`config.mk`:
```
export PLATFORM = sky130hd
export DESIGN_NAME = video_mode_switcher
export DESIGN_NICKNAME = d
export VERILOG_FILES = /design/src/rtl/video_mode_switcher.sv
export SDC_FILE = /design/constraint.sdc
export NUM_CORES = 1
export LEC_CHECK = 0
export ABC_AREA = 1
export CAP_MARGIN = 20
export CORE_UTILIZATION = 40
export CTS_BUF_LIST = sky130_fd_sc_hd__clkbuf_16
export CTS_CLUSTER_DIAMETER = 40
export DETAILED_ROUTE_END_ITERATION = 8
export GPL_TIMING_DRIVEN = 1
export PLACE_DENSITY = 0.64
export SYNTH_ARGS = -nofsm -noshare
export SYNTH_HDL_FRONTEND = slang
export SYNTH_SLANG_ARGS = --single-unit
```
`constraint.sdc`:
```
create_clock -name clock -period 10.4 [get_ports clock]
set_clock_uncertainty 0.1 [all_clocks]
set_input_delay 1.56 -clock clock [delete_from_list [all_inputs] [get_ports clock]]
set_output_delay 1.56 -clock clock [all_outputs]
set_load 0.005 [all_outputs]
```
`src/rtl/video_mode_switcher.sv`:
```
// video_mode_switcher: sequences runtime video-mode changes for the sync/DE timing generator.
// A new mode is accepted over req_valid/req_ready, the picture is blanked, the mode is
// swapped on a frame boundary, and blanking is held for a number of new-mode frames.
// VideoMode encoding (24 bits): [23:12] = h_total, [11:0] = v_total.
module video_mode_switcher #(
    parameter int PRE_BLANK_FRAMES = 1,
    parameter int SETTLE_FRAMES    = 2
) (
    input  logic        clock,
    input  logic        reset_n,
    input  logic [23:0] init_mode,
    input  logic [23:0] req_mode,
    input  logic        req_valid,
    output logic        req_ready,
    input  logic [11:0] counterX,
    input  logic [11:0] counterY,
    output logic [23:0] active_mode,
    output logic        blank,
    output logic        busy,
    output logic        switch_done,
    output logic        frame_start
);

    typedef enum logic [1:0] {
        S_IDLE      = 2'd0,
        S_PRE_BLANK = 2'd1,
        S_SETTLE    = 2'd2,
        S_DONE      = 2'd3
    } state_t;

    // Frame-end counts at which the swap and the release happen.
    localparam logic [7:0] C_PRE_LAST    = 8'(PRE_BLANK_FRAMES - 1);
    localparam logic [7:0] C_SETTLE_LAST = 8'((SETTLE_FRAMES > 0) ? (SETTLE_FRAMES - 1) : 0);

    state_t      r_state;
    state_t      w_state_next;
    logic [23:0] r_pending;
    logic [23:0] w_pending_next;
    logic [7:0]  r_frame_cnt;
    logic [7:0]  w_frame_cnt_next;
    logic [23:0] r_active_mode;
    logic [23:0] w_active_next;
    logic        r_blank;
    logic        r_busy;
    logic        r_req_ready;
    logic        r_switch_done;
    logic        r_frame_start;
    logic        w_same_mode_done;
    logic        w_accept;
    logic [11:0] w_h_last;
    logic [11:0] w_v_last;
    logic        w_frame_end;

    // Frame end is judged against the mode currently driving the generator; >= keeps the
    // sequence moving even when the counters are out of range for that mode.
    always_comb begin
        w_h_last    = r_active_mode[23:12] - 12'd1;
        w_v_last    = r_active_mode[11:0] - 12'd1;
        w_frame_end = (counterX >= w_h_last) && (counterY >= w_v_last);
        w_accept    = req_valid && r_req_ready;
    end

    // Next-state, pending mode, frame counting and mode swap.
    always_comb begin
        w_state_next     = r_state;
        w_pending_next   = r_pending;
        w_frame_cnt_next = r_frame_cnt;
        w_active_next    = r_active_mode;
        w_same_mode_done = 1'b0;
        case (r_state)
            S_IDLE: begin
                if (w_accept) begin
                    if (req_mode == r_active_mode) begin
                        w_same_mode_done = 1'b1;
                    end else begin
                        w_pending_next   = req_mode;
                        w_frame_cnt_next = 8'd0;
                        w_state_next     = S_PRE_BLANK;
                    end
                end
            end
            S_PRE_BLANK: begin
                if (w_frame_end) begin
                    if (r_frame_cnt == C_PRE_LAST) begin
                        w_active_next    = r_pending;
                        w_frame_cnt_next = 8'd0;
                        w_state_next     = (SETTLE_FRAMES == 0) ? S_DONE : S_SETTLE;
                    end else begin
                        w_frame_cnt_next = r_frame_cnt + 8'd1;
                    end
                end
            end
            S_SETTLE: begin
                if (w_frame_end) begin
                    if (r_frame_cnt == C_SETTLE_LAST) begin
                        w_frame_cnt_next = 8'd0;
                        w_state_next     = S_DONE;
                    end else begin
                        w_frame_cnt_next = r_frame_cnt + 8'd1;
                    end
                end
            end
            default: begin
                w_state_next = S_IDLE;
            end
        endcase
    end

    // Control state and registered outputs; outputs are derived from the next state so
    // they line up with the state they describe.
    always_ff @(posedge clock) begin
        if (!reset_n) begin
            r_state       <= S_IDLE;
            r_frame_cnt   <= 8'd0;
            r_active_mode <= init_mode;
            r_blank       <= 1'b0;
            r_busy        <= 1'b0;
            r_req_ready   <= 1'b1;
            r_switch_done <= 1'b0;
            r_frame_start <= 1'b0;
        end else begin
            r_state       <= w_state_next;
            r_frame_cnt   <= w_frame_cnt_next;
            r_active_mode <= w_active_next;
            r_blank       <= (w_state_next == S_PRE_BLANK) || (w_state_next == S_SETTLE);
            r_busy        <= (w_state_next == S_PRE_BLANK) || (w_state_next == S_SETTLE);
            r_req_ready   <= (w_state_next == S_IDLE);
            r_switch_done <= (w_state_next == S_DONE) || w_same_mode_done;
            r_frame_start <= w_frame_end;
        end
    end

    // Pending mode is plain data; it is only read after being loaded on accept.
    always_ff @(posedge clock) begin
        r_pending <= w_pending_next;
    end

    assign active_mode = r_active_mode;
    assign blank       = r_blank;
    assign busy        = r_busy;
    assign req_ready   = r_req_ready;
    assign switch_done = r_switch_done;
    assign frame_start = r_frame_start;

endmodule

```
# Word-level counts from Yosys, hierarchy flattened
# Index checks and enable logic that the tools add are counted.
[totals]
ff_bits = 62
in_bits = 75
out_inout_bits = 29
elab_cells = 60
[classes]
n_addsub = 3
order_cmp = 2
n_eq_ne = 14
n_mux = 21
n_bitwise = 1
n_reduce_logical = 11
[ops]
columns = ["cell", "n"]
rows = [
  ["two-way mux 24 bit", 4],
  ["two-way mux 8 bit", 6],
  ["equality test 24 bit", 1],
  ["greater-or-equal comparator 12 bit", 2],
  ["one-hot mux 8 bit (3 select lines)", 1],
  ["subtractor 12 x 1 -> 12 bit, second input constant", 2],
  ["two-way mux 2 bit", 6],
  ["adder 8 x 1 -> 8 bit, second input constant", 1],
  ["equality test 8 x 1 -> 1 bit, second input constant", 1],
  ["logical NOT 8 bit", 1],
  ["inequality test 2 bit, second input constant", 4],
  ["equality test 2 bit, second input constant", 3],
  ["inequality test 2 x 1 -> 1 bit, second input constant", 3],
  ["one-hot mux 2 bit (3 select lines)", 1],
  ["AND reduction 3 bit", 2],
  ["AND reduction 5 bit", 1],
  ["equality test 2 x 1 -> 1 bit, second input constant", 2],
  ["logical NOT 2 bit", 2],
  ["two-way mux 1 bit", 3],
  ["nonzero test 3 bit", 1],
  ["logical AND 1 bit", 2],
  ["logical OR 1 bit", 2],
  ["NOT 1 bit", 1],
]

# Depth between registers and ports, before layout
[depth]
word_depth = 7
depth_mapped = 25
mapped_depth_nobuf = 25

# Worst setup path after synthesis
# OpenSTA, ideal clock, no wires.
[synth_path]
path_type = "input-to-reg"
from = "input counterX[11]"
to = "register r_active_mode[0] (netlist: active_mode[0]) (enable)"
setup_time_ps = 381
t_arrival_ps = 3023
setup_slack_ps = 6896
stages = 11
n_path_buf = 0
cell_sequence = "ha_1 -> nand2_1 -> inv_1 -> nand3_1 -> a21oi_1 -> nor2_1 -> nand2_1 -> nand2_1 -> nor2_1 -> nand2_1 -> nand2_1"
[synth_via]
elab_chain_len = 4
[synth_lines]
columns = ["item", "line_no", "source"]
rows = [
  ["from (decl)", "15", "input logic [11:0] counterX,"],
  ["greater-or-equal comparator 12 bit", "59", "w_frame_end = (counterX >= w_h_last) && (counterY >= w_v_last);"],
  ["logical AND 1 bit", "59", ""],
  ["inequality test 2 x 1 -> 1 bit (no line)", "--", ""],
  ["AND reduction 3 bit (no line)", "--", ""],
  ["to (signal assigned)", "115", "r_active_mode <= init_mode;"],
  ["to (signal assigned)", "124", "r_active_mode <= w_active_next;"],
  ["to (decl)", "41", "logic [23:0] r_active_mode;"],
]
# Every way passes these cells.
# A chain may end at the register's enable or synchronous reset.

# Worst setup path after layout
[layout_path]
from = "register r_active_mode[14] (netlist: active_mode[14])"
to = "register r_active_mode[1] (netlist: active_mode[1]) (enable)"
[layout_via]
elab_chain_len = 5
[layout_lines]
columns = ["item", "line_no", "source"]
rows = [
  ["subtractor 12 x 1 -> 12 bit", "57", "w_h_last = r_active_mode[23:12] - 12'd1;"],
  ["greater-or-equal comparator 12 bit", "59", ""],
  ["logical AND 1 bit", "59", ""],
  ["inequality test 2 x 1 -> 1 bit (no line)", "--", ""],
  ["AND reduction 3 bit (no line)", "--", ""],
]
# Every way passes these cells.

==> impl_metrics.csv <==
group,metric,value,unit
grt,grt_overflow,0,
critical_path,critPathKind,"reg2reg",
layout,fill_cells,952,
yosys,synthCells,542,
layout,fin_nets,761,
die,die_w,104,um
layout,area.sequential,1720,um2
die,pin_count,104,
timing,rsz0062_at_grt,"false",
layout,synthToLayoutAreaGrowth,36.1,%
cts,cts_resized,0,
yosys,synth_top_area_share,34.9,%
cts,cts_tree,"built",
die,rows,36,
critical_path,crit_slowest_cell,"nand2_1",
layout,layout_commonest_cell,"nand2_1",
place,placed_area,5300,um2
timing,slew_headroom,30.9,%
yosys,syn_area_per_cell,7.62,um2
route,wl,9.64,mm
yosys,synth.cell_area,4130,um2
critical_path,start_kind,"register",
cts,holdBufCountCts,0,
place,dp_slack,6010,ps
timing,finalSetupTns,0,ps
yosys,yosysWarningCount,0,
cts,clk_path_buf_depth,2,
timing,hold_viol_final,0,
worst_hold_path,hold_depth,2,
cts,clock_latency,320,ps
grt,grt_pass1_wl,16.0,mm
pwr,peakVddDrop,0.0000918,V
grt,grt_max_degree,32,
timing,worst_pin_slew,1030,ps
pwr,leakagePower,2.66,nW
timing,clock.fmax,245,MHz
cts,path_clk_slew,60,ps
layout,drive_above_1_share,5.95,%
timing,finalCritPeriodShare,39.3,%
timing,setup_viol,0,
grt,grt_pass1_vias,3487,
critical_path,rr_worst_depth,18,
yosys,synth_nets,653,
route,avgViaCountPerCell,4.63,
route,drt_first_pass_iters,4,
route,avgRoutedWirePerCell,12.2,um
pwr,pwr_density_cell,155,nW/um2
critical_path,worstPathRequired,10240,ps
critical_path,critPathMaxStageDelay,760,ps
yosys,yosysTopAreaCell,"edfxtp_1",
yosys,synth.area.top_cells,"edfxtp_1, nand2_1, ha_1, inv_1, dfxtp_1",
die,die_h,104,um
status,status,"finished, final reports clean",
route,drt_iter0_drc,139,
cts,postCtsSetupBuffers,0,
yosys,ys_seq_area_share,41.7,%
die,core,9910,um2
timing,drv_slew,0,
layout,fin_area,5620,um2
worst_hold_path,hold_class,"reg2reg",
worst_hold_path,hp-start,"r_pending[10]",
critical_path,crit_arrival,3930,ps
layout,final_cell_count_no_fill,788,
route,drc,0,
layout,layout_common_cells,"nand2_1, clkdlybuf4s50_1, inv_1",
critical_path,path_cells,"nor2_1 -> nand4_1 -> nor3_1 -> nand3_1 -> nor3_1 -> xor2_1 -> inv_1 -> ha_1 -> nand2_1 -> inv_1 -> nand3_1 -> nor2_1 -> nand2_1 -> nand2_1 -> nand2_1 -> nor2_1 -> nand2_1 -> nand2_1",
yosys,synth_cell_types,29,
cts,cts-root-buf,"clkbuf_16",
cts,htreeDepth,3,
grt,grt_usage,18.6,%
critical_path,cp-end-kind,"register",
die,die_area,10700,um2
place,dp_cells,772,
place,dp_hpwl,7.34,mm
critical_path,r2r_start,"active_mode[14]",
route,via_count,3647,
cts,clock_sinks,62,
place,port_buffers,103,
grt,antenna_found_initial,0,
place,gp_congestion,0.828,
timing,setup_ws,6310,ps
timing,post-route-min-period,4090,ps
critical_path,r2r_end,"active_mode[1]",
flow_run,cap_violations,0,
critical_path,r2r_slack,6310,ps
die,start_util,41.7,%
route,ant_nets,0,
layout,multiInputGateArea,2030,um2
critical_path,crit_top_cell,"nand2_1",
worst_hold_path,holdPathEnd,"active_mode[10]",
yosys,synth_seq_cells,62,
layout,antenna_cells,0,
cts,cts_buffers,9,
critical_path,crit_fanout,24,
-- flip-flops by register name, indices dropped and copies added, names as in the netlist --
register     flops
frame_start      1
r_pending       24
busy             1
active_mode     24
r_state          2
req_ready        1
r_frame_cnt      8
switch_done      1
-- stage by stage --
stage	total power [W]	utilization, %	hold slack, ps
after CTS	0.000880	56.7	417
after floorplan	0.000468	-	381
after global routing	0.000925	56.7	424
after detailed placement	0.000559	53.5	406
after global placement	0.000553	53.5	398
final	0.000873	56.7	416
-- synthesized netlist by cell type --
| cell type | instances |
|---|---|
| a21oi_1 | 12 |
| a21oi_2 | 3 |
| and2_1 | 1 |
| buf_1 | 1 |
| buf_4 | 1 |
| buf_8 | 1 |
| clkbuf_1 | 5 |
| dfxtp_1 | 14 |
| edfxtp_1 | 48 |
| ha_1 | 36 |
| inv_1 | 80 |
| inv_2 | 8 |
| nand2_1 | 201 |
| nand2_2 | 5 |
| nand2_4 | 1 |
| nand3_1 | 23 |
| nand3_2 | 1 |
| nand3_4 | 1 |
| nand3b_1 | 1 |
| nand4_1 | 10 |
| nor2_1 | 48 |
| nor2_2 | 1 |
| nor2b_1 | 1 |
| nor3_1 | 7 |
| o211ai_1 | 2 |
| o21ai_0 | 6 |
| or2_2 | 1 |
| xnor2_1 | 3 |
| xor2_1 | 20 |
-- final cells by class --
class                           count  area share (%)
Multi-Input combinational cell    384            36.2
Sequential cell                    62            30.6
Timing Repair Buffer              105            18.6
Inverter                           88            5.88
Clock buffer                        9            4.01
Tap cell                          133            2.96
Clock inverter                      7            1.76
-- routing by layer --
metal | track usage (%) | wire, um | vias to the layer above
met3 | 5.60 | 650 | 13
met4 | 5.80 | 148 | 0
met5 | 0 | 0 | -
met1 | 24.1 | 4580 | 1614
met2 | 29.5 | 4260 | 107
li1 | - | - | 1913
-- how the worst max path moves through the flow --
stage,startpoint,endpoint,slack [ps],cells after the start
floorplan,counterX[11],active_mode[0],6900,11
detailed placement,counterY[11],active_mode[11],6010,12
global placement,counterY[11],active_mode[12],6060,12
CTS,active_mode[14],active_mode[1],6250,18
finish,active_mode[14],active_mode[1],6310,18
global route,active_mode[14],active_mode[1],5860,18
-- power by group --
part	internal, W	switching, W	leakage, nW
clock	0.000210	0.000109	0.156
combinational	0.000101	0.000121	1.93
sequential	0.000308	0.0000230	0.581
total	0.000619	0.000254	2.66
-- logic make-up (layout without fill, tap and decap cells) --
family | count (synthesis) | after routing | share of synthesized area [%]
compound gates | 23 | 23 | 3.18
xor+xnor | 23 | 23 | 4.88
fa+ha+maj | 36 | 36 | 10.9
buf+inv | 96 | 209 | 9.09
flops | 62 | 62 | 41.7
simple gates | 302 | 302 | 30.3
-- critical path: cells and delay by family, from the launching register on --
kind | cells | cell delay (ps)
flops | 1 | 470
simple gates | 14 | 2560
xor+xnor | 1 | 160
buf+inv | 2 | 110
fa+ha+maj | 1 | 280
No activity file was read; power rests on OpenSTA's default activity.
